$ cat src/rtl/a5_burst_cipher.sv
// a5_burst_cipher: sequences A5/1 load, injection, mixing and optional skip, then XORs one keystream burst onto a handshaked bit stream
module a5_burst_cipher #(
  parameter int KEY_BITS   = 64,
  parameter int FRAME_BITS = 22,
  parameter int MIX_CYCLES = 100,
  parameter int BURST_BITS = 114
) (
  input  logic                  clk,
  input  logic                  reset,
  input  logic                  start,
  input  logic                  dir,
  input  logic [KEY_BITS-1:0]   key,
  input  logic [FRAME_BITS-1:0] frame,
  output logic                  busy,
  output logic                  done,
  output logic                  gen_load,
  output logic                  gen_clk_en,
  output logic [KEY_BITS-1:0]   gen_key,
  output logic [FRAME_BITS-1:0] gen_frame,
  input  logic                  gen_d,
  input  logic                  in_valid,
  output logic                  in_ready,
  input  logic                  in_bit,
  output logic                  out_valid,
  input  logic                  out_ready,
  output logic                  out_bit
);
  localparam int INJ  = KEY_BITS + FRAME_BITS;
  localparam int MAXA = INJ > MIX_CYCLES ? INJ : MIX_CYCLES;
  localparam int MAXP = MAXA > BURST_BITS ? MAXA : BURST_BITS;
  localparam int CW   = $clog2(MAXP + 1);
  typedef enum logic [2:0] {IDLE, LOAD, INJECT, MIX, SKIP, XFER, FLUSH, DONE} state_t;
  state_t state;
  logic [CW-1:0] cnt;
  logic dir_q;
  logic last;
  logic acc;
  assign last       = cnt == CW'(1);
  assign in_ready   = (state == XFER) & (!out_valid | out_ready);
  assign acc        = in_valid & in_ready;
  assign gen_clk_en = (state == INJECT) | (state == MIX) | (state == SKIP) | acc;
  assign busy       = state != IDLE;
  assign done       = state == DONE;
  assign gen_load   = state == LOAD;
  always_ff @(posedge clk) begin
    if (reset) begin
      state     <= IDLE;
      cnt       <= '0;
      dir_q     <= 1'b0;
      out_valid <= 1'b0;
      out_bit   <= 1'b0;
      gen_key   <= '0;
      gen_frame <= '0;
    end else begin
      case (state)
        IDLE: if (start) begin
          state     <= LOAD;
          gen_key   <= key;
          gen_frame <= frame;
          dir_q     <= dir;
        end
        LOAD: begin
          state <= INJECT;
          cnt   <= CW'(INJ);
        end
        INJECT: begin
          state <= last ? MIX : INJECT;
          cnt   <= last ? CW'(MIX_CYCLES) : cnt - 1'b1;
        end
        MIX: begin
          state <= last ? (dir_q ? SKIP : XFER) : MIX;
          cnt   <= last ? CW'(BURST_BITS) : cnt - 1'b1;
        end
        SKIP: begin
          state <= last ? XFER : SKIP;
          cnt   <= last ? CW'(BURST_BITS) : cnt - 1'b1;
        end
        XFER: begin
          // the generator only steps on an accept, so stalls freeze the keystream with the data
          if (acc) begin
            out_bit   <= in_bit ^ gen_d;
            out_valid <= 1'b1;
            cnt       <= cnt - 1'b1;
            state     <= last ? FLUSH : XFER;
          end else if (out_ready) begin
            out_valid <= 1'b0;
          end
        end
        FLUSH: if (out_ready) begin
          out_valid <= 1'b0;
          state     <= DONE;
        end
        DONE: state <= IDLE;
      endcase
    end
  end
endmodule
$ cat config.mk
export PLATFORM = sky130hd
export DESIGN_NAME = a5_burst_cipher
export DESIGN_NICKNAME = d
export VERILOG_FILES = /design/src/rtl/a5_burst_cipher.sv
export SDC_FILE = /design/constraint.sdc
export NUM_CORES = 1
export LEC_CHECK = 0
export CAP_MARGIN = 20
export CORE_MARGIN = 3
export CORE_UTILIZATION = 40
export DETAILED_ROUTE_END_ITERATION = 8
export GPL_TIMING_DRIVEN = 0
export PLACE_DENSITY_LB_ADDON = 0.05
export SETUP_SLACK_MARGIN = 0.5
export SKIP_CTS_REPAIR_TIMING = 1
export SLEW_MARGIN = 20
export SYNTH_ARGS = -nofsm -noshare
export SYNTH_HDL_FRONTEND = slang
export SYNTH_SLANG_ARGS = --single-unit
$ cat constraint.sdc
create_clock -name clk -period 1.9 [get_ports clk]
set_clock_uncertainty 0.1 [all_clocks]
set_input_delay 0.38 -clock clk [delete_from_list [all_inputs] [get_ports clk]]
set_output_delay 0.38 -clock clk [all_outputs]
set_load 0.05 [all_outputs]
==> tab_implementation.tex <==
\begin{tabular}{lr}
\hline
Metric & Value \\
\hline
\multicolumn{2}{l}{\textbf{Power}} \\
\quad Internal Pwr Total & 3.66 mW \\
\quad Fraction of power spent switching nets & 0.377 \\
\quad Fraction of power consumed by the clock network & 0.224 \\
\quad Switching power summed over all nets & 2.22 mW \\
\quad Worst voltage drop across the vdd grid & 0.569 mV \\
\quad Static power due to leakage & 2.64 nW \\
\quad Combinational share of power & 0.356 \\
\quad PD cells & 910 mW/mm² \\
\quad Sequential share of power & 0.420 \\
\quad Overall power of the completed layout & 5.89 mW \\
\multicolumn{2}{l}{\textbf{Worst setup path}} \\
\quad Data arrival time at the worst-slack endpoint & 1.41 ns \\
\quad Setup CP Type & register to output pin \\
\quad Reg2reg start & cnt[1] \\
\quad Kind of launch point of the worst setup path & register \\
\quad Crit path max fanout & 5 \\
\quad Kind of capture point of the worst setup path & output pin \\
\quad Crit path required time & 1.42 ns \\
\quad Endpoint of the worst setup timing path & gen\_clk\_en \\
\quad Destination of the worst register-to-register timing path & cnt[3] \\
\quad Worst setup path startpoint & state[0] \\
\quad Reg2Reg Setup Slack & 0.10 ns \\
\quad Depth of the worst register-to-register path & 7 \\
\multicolumn{2}{l}{\textbf{Synthesis}} \\
\quad Number of enable flip-flop cells after synthesis & 0 \\
\quad Net count after synthesis & 582 \\
\quad Cell type with the largest total area after synthesis & dfxtp\_1 \\
\quad Yosys reg bits & 99 \\
\quad Register area share after synthesis & 0.521 \\
\quad Total number of yosys warnings & 0 \\
\quad Unique cell type count in the Yosys netlist & 40 \\
\quad Most used standard cells in the synthesized netlist & 187 x nand2\_1, 99 x dfxtp\_1, 94 x a21oi\_1, 19 x clkbuf\_1 \\
\quad Post-synthesis instance total & 486 \\
\quad Cell area after synthesis & 0.00381 mm² \\
\quad Top-count cell post-synth & nand2\_1 \\
\quad Share of the synthesized area in the top cell type & 0.521 \\
\quad Top flip-flop cell by instance count after synthesis & dfxtp\_1 \\
\quad FFs w/ async S/R, synth & 0 \\
\quad Largest cells by area after synthesis & dfxtp\_1 52\%, nand2\_1 18\%, a21oi\_1 12\% \\
\quad Avg Cell Area, Syn & 7.83 µm² \\
\multicolumn{2}{l}{\textbf{Cells and area}} \\
\quad Layout Cell Area excl Fill & 0.00647 mm² \\
\quad Antenna cell count & 0 \\
\quad Area Overhead vs Synth & 69.9\% \\
\quad Post-Layout Cell Count & 828 \\
\quad Final design utilization & 0.721 \\
\quad Count of fill cells added during filler insertion & 714 \\
\quad Share of layout cells above drive strength 1 & 0.318 \\
\quad Area of the multi-input gates & 0.00175 mm² \\
\quad Net count reported at finish & 793 \\
\quad Sequential standard cell area & 0.00207 mm² \\
\multicolumn{2}{l}{\textbf{Floorplan}} \\
\quad Area of the core region & 0.00898 mm² \\
\quad Effective utilization at floorplan & 0.424 \\
\quad Num rows & 34 \\
\quad Total Die Area & 0.0107 mm² \\
\quad Horizontal die dimension & 104 µm \\
\quad DIE HEIGHT & 104 µm \\
\quad Number of top-level pins & 187 \\
\multicolumn{2}{l}{\textbf{Routing}} \\
\quad Via count & 4093 \\
\quad Count of unresolved DRC violations after routing & 0 \\
\quad Avg WL per Cell & 14.8 µm \\
\quad Wire length reported by the detailed router & 12200 µm \\
\quad Drt first pass iters & 4 \\
\quad DRC violation total after the first TritonRoute iteration & 116 \\
\quad Avg Vias per Cell & 4.94 \\
\quad Routed Antenna Nets & 0 \\
\multicolumn{2}{l}{\textbf{GRT}} \\
\quad Total routing resource utilization after global routing & 0.214 \\
\quad Wire length of the first global-routing pass & 19100 µm \\
\quad Vias in the first global route & 3962 \\
\quad Antenna violations before repair & 0 \\
\quad Pin count of the biggest net entering global routing & 19 \\
\quad Total grt overflow & 0 \\
\multicolumn{2}{l}{\textbf{STA}} \\
\quad Crit path time final & 1.89 ns \\
\quad Endpoints failing hold & 0 \\
\quad Final cycle utilization of the critical path & 0.996 \\
\quad Count of endpoints failing setup in the final report & 0 \\
\quad Worst Max-Slew Pin Slew & 0.498 ns \\
\quad Rel. slew slack & 0.668 \\
\quad Highest clock frequency the design can meet & 0.528 GHz \\
\quad Final max-slew violation count & 0 \\
\quad Worst hold slack & 0.359 ns \\
\quad RSZ-0062 raised after global routing & true \\
\multicolumn{2}{l}{\textbf{Clocking}} \\
\quad Worst skew pair latency & 0.36 ns \\
\quad Number of buffers created by CTS & 9 \\
\quad Count of H-tree levels built during CTS & 3 \\
\quad Number of buffers between clock root and the deepest sink & 2 \\
\quad TritonCTS clock tree & yes \\
\quad Clock slew seen by the registers of the worst setup and hold paths & 0.10 ns \\
\quad Total number of clock tree sinks & 99 \\
\quad CTS root buffer & clkbuf\_8 \\
\multicolumn{2}{l}{\textbf{Placed design}} \\
\quad Final weighted congestion in routability-driven placement & 0.885 \\
\quad HPWL Detailed & 8980 µm \\
\quad Post-DP Area & 0.00592 mm² \\
\quad Input/output buffers & 185 \\
\quad Number of instances in the placed design & 797 \\
\multicolumn{2}{l}{\textbf{Job}} \\
\quad Max-Cap Viols & 0 \\
\multicolumn{2}{l}{\textbf{Hold path}} \\
\quad Path category of the worst min-delay check & register to register \\
\multicolumn{2}{l}{\textbf{Outcome}} \\
\quad Run status & completed \\
\hline
\end{tabular}
## worst min path at each step
stage                              from             to  cells after the start
after floorplan                   dir_q          dir_q                      2
after global placement      gen_key[20]    gen_key[20]                      2
after detailed placement    gen_key[14]    gen_key[14]                      2
after CTS                   gen_key[17]    gen_key[17]                      2
after global routing      gen_frame[15]  gen_frame[15]                      2
final                      gen_frame[0]   gen_frame[0]                      2
## cell usage in the layout (no fill, tap or decap), types with 3 or more instances in the layout
cell | netlist | layout
nand2_1 | 187 | 182
a21oi_1 | 94 | 94
clkdlybuf4s50_1 | 0 | 90
buf_6 | 0 | 87
dfxtp_2 | 0 | 55
dfxtp_1 | 99 | 39
buf_4 | 6 | 23
clkbuf_1 | 19 | 17
clkbuf_8 | 0 | 10
buf_2 | 8 | 7
nor2_1 | 8 | 7
o21ai_0 | 8 | 7
inv_1 | 6 | 5
dfxtp_4 | 0 | 5
buf_8 | 0 | 4
nand2_4 | 0 | 3
nand3_1 | 3 | 3
or3_1 | 3 | 3
nor3_1 | 4 | 3
a31oi_1 | 3 | 3
inv_6 | 0 | 3
## through the flow
stage,setup TNS [ns],setup slack [ns]
finish,0,0.00721
global route,-0.0227,-0.0227
CTS,-12.64,-0.708
detailed placement,-6.53,-0.704
global placement,-5.42,-0.697
floorplan,0,0.321
## cells by family after synthesis
group / Yosys count / share of synthesized area
AND/OR/NAND/NOR: 223 / 0.243
flip-flops: 99 / 0.521
buffers and inverters: 39 / 0.0470
adder cells (fa/ha/maj): 2 / 0.00657
AO/OA/AOI/OAI: 120 / 0.176
XOR/XNOR: 3 / 0.00690
## power by group through the flow
stage | clock network (mW) | registers, mW | logic [mW]
after floorplan | 0 | 3.01 | 0.700
after global placement | 0 | 2.45 | 1.96
after detailed placement | 0 | 2.46 | 1.98
after CTS | 1.34 | 2.41 | 2.00
after global routing | 1.43 | 2.49 | 2.24
final | 1.32 | 2.47 | 2.10
## worst max-delay path, stage by stage (launching register included)
cell and delay [ns]:
dfxtp_4 0.39, buf_8 0.13, nand2_4 0.05, o221ai_4 0.21, nand2_4 0.10, buf_8 0.16
## cell type report
type / instances / area share
timing repair buffer: 200 / 0.323
sequential: 99 / 0.320
multi-input combinational: 348 / 0.271
buffer: 33 / 0.0282
tap: 126 / 0.0244
clock buffer: 10 / 0.0213
clock inverter: 6 / 0.00851
inverter: 6 / 0.00348
## sequential cells by signal, indices dropped and copies added (netlist names)
| name | count |
|---|---|
| out_bit | 1 |
| gen_key | 64 |
| gen_frame | 22 |
| state | 3 |
| dir_q | 1 |
| cnt | 7 |
| out_valid | 1 |
## layer usage
layer,vias to the layer above,routed length [µm],GRT usage
met5,-,0,0
met4,0,261,0.0674
met3,24,1280,0.0871
met2,178,6010,0.381
met1,1864,4680,0.232
li1,2027,-,-
No activity file was read; power rests on OpenSTA's default activity.
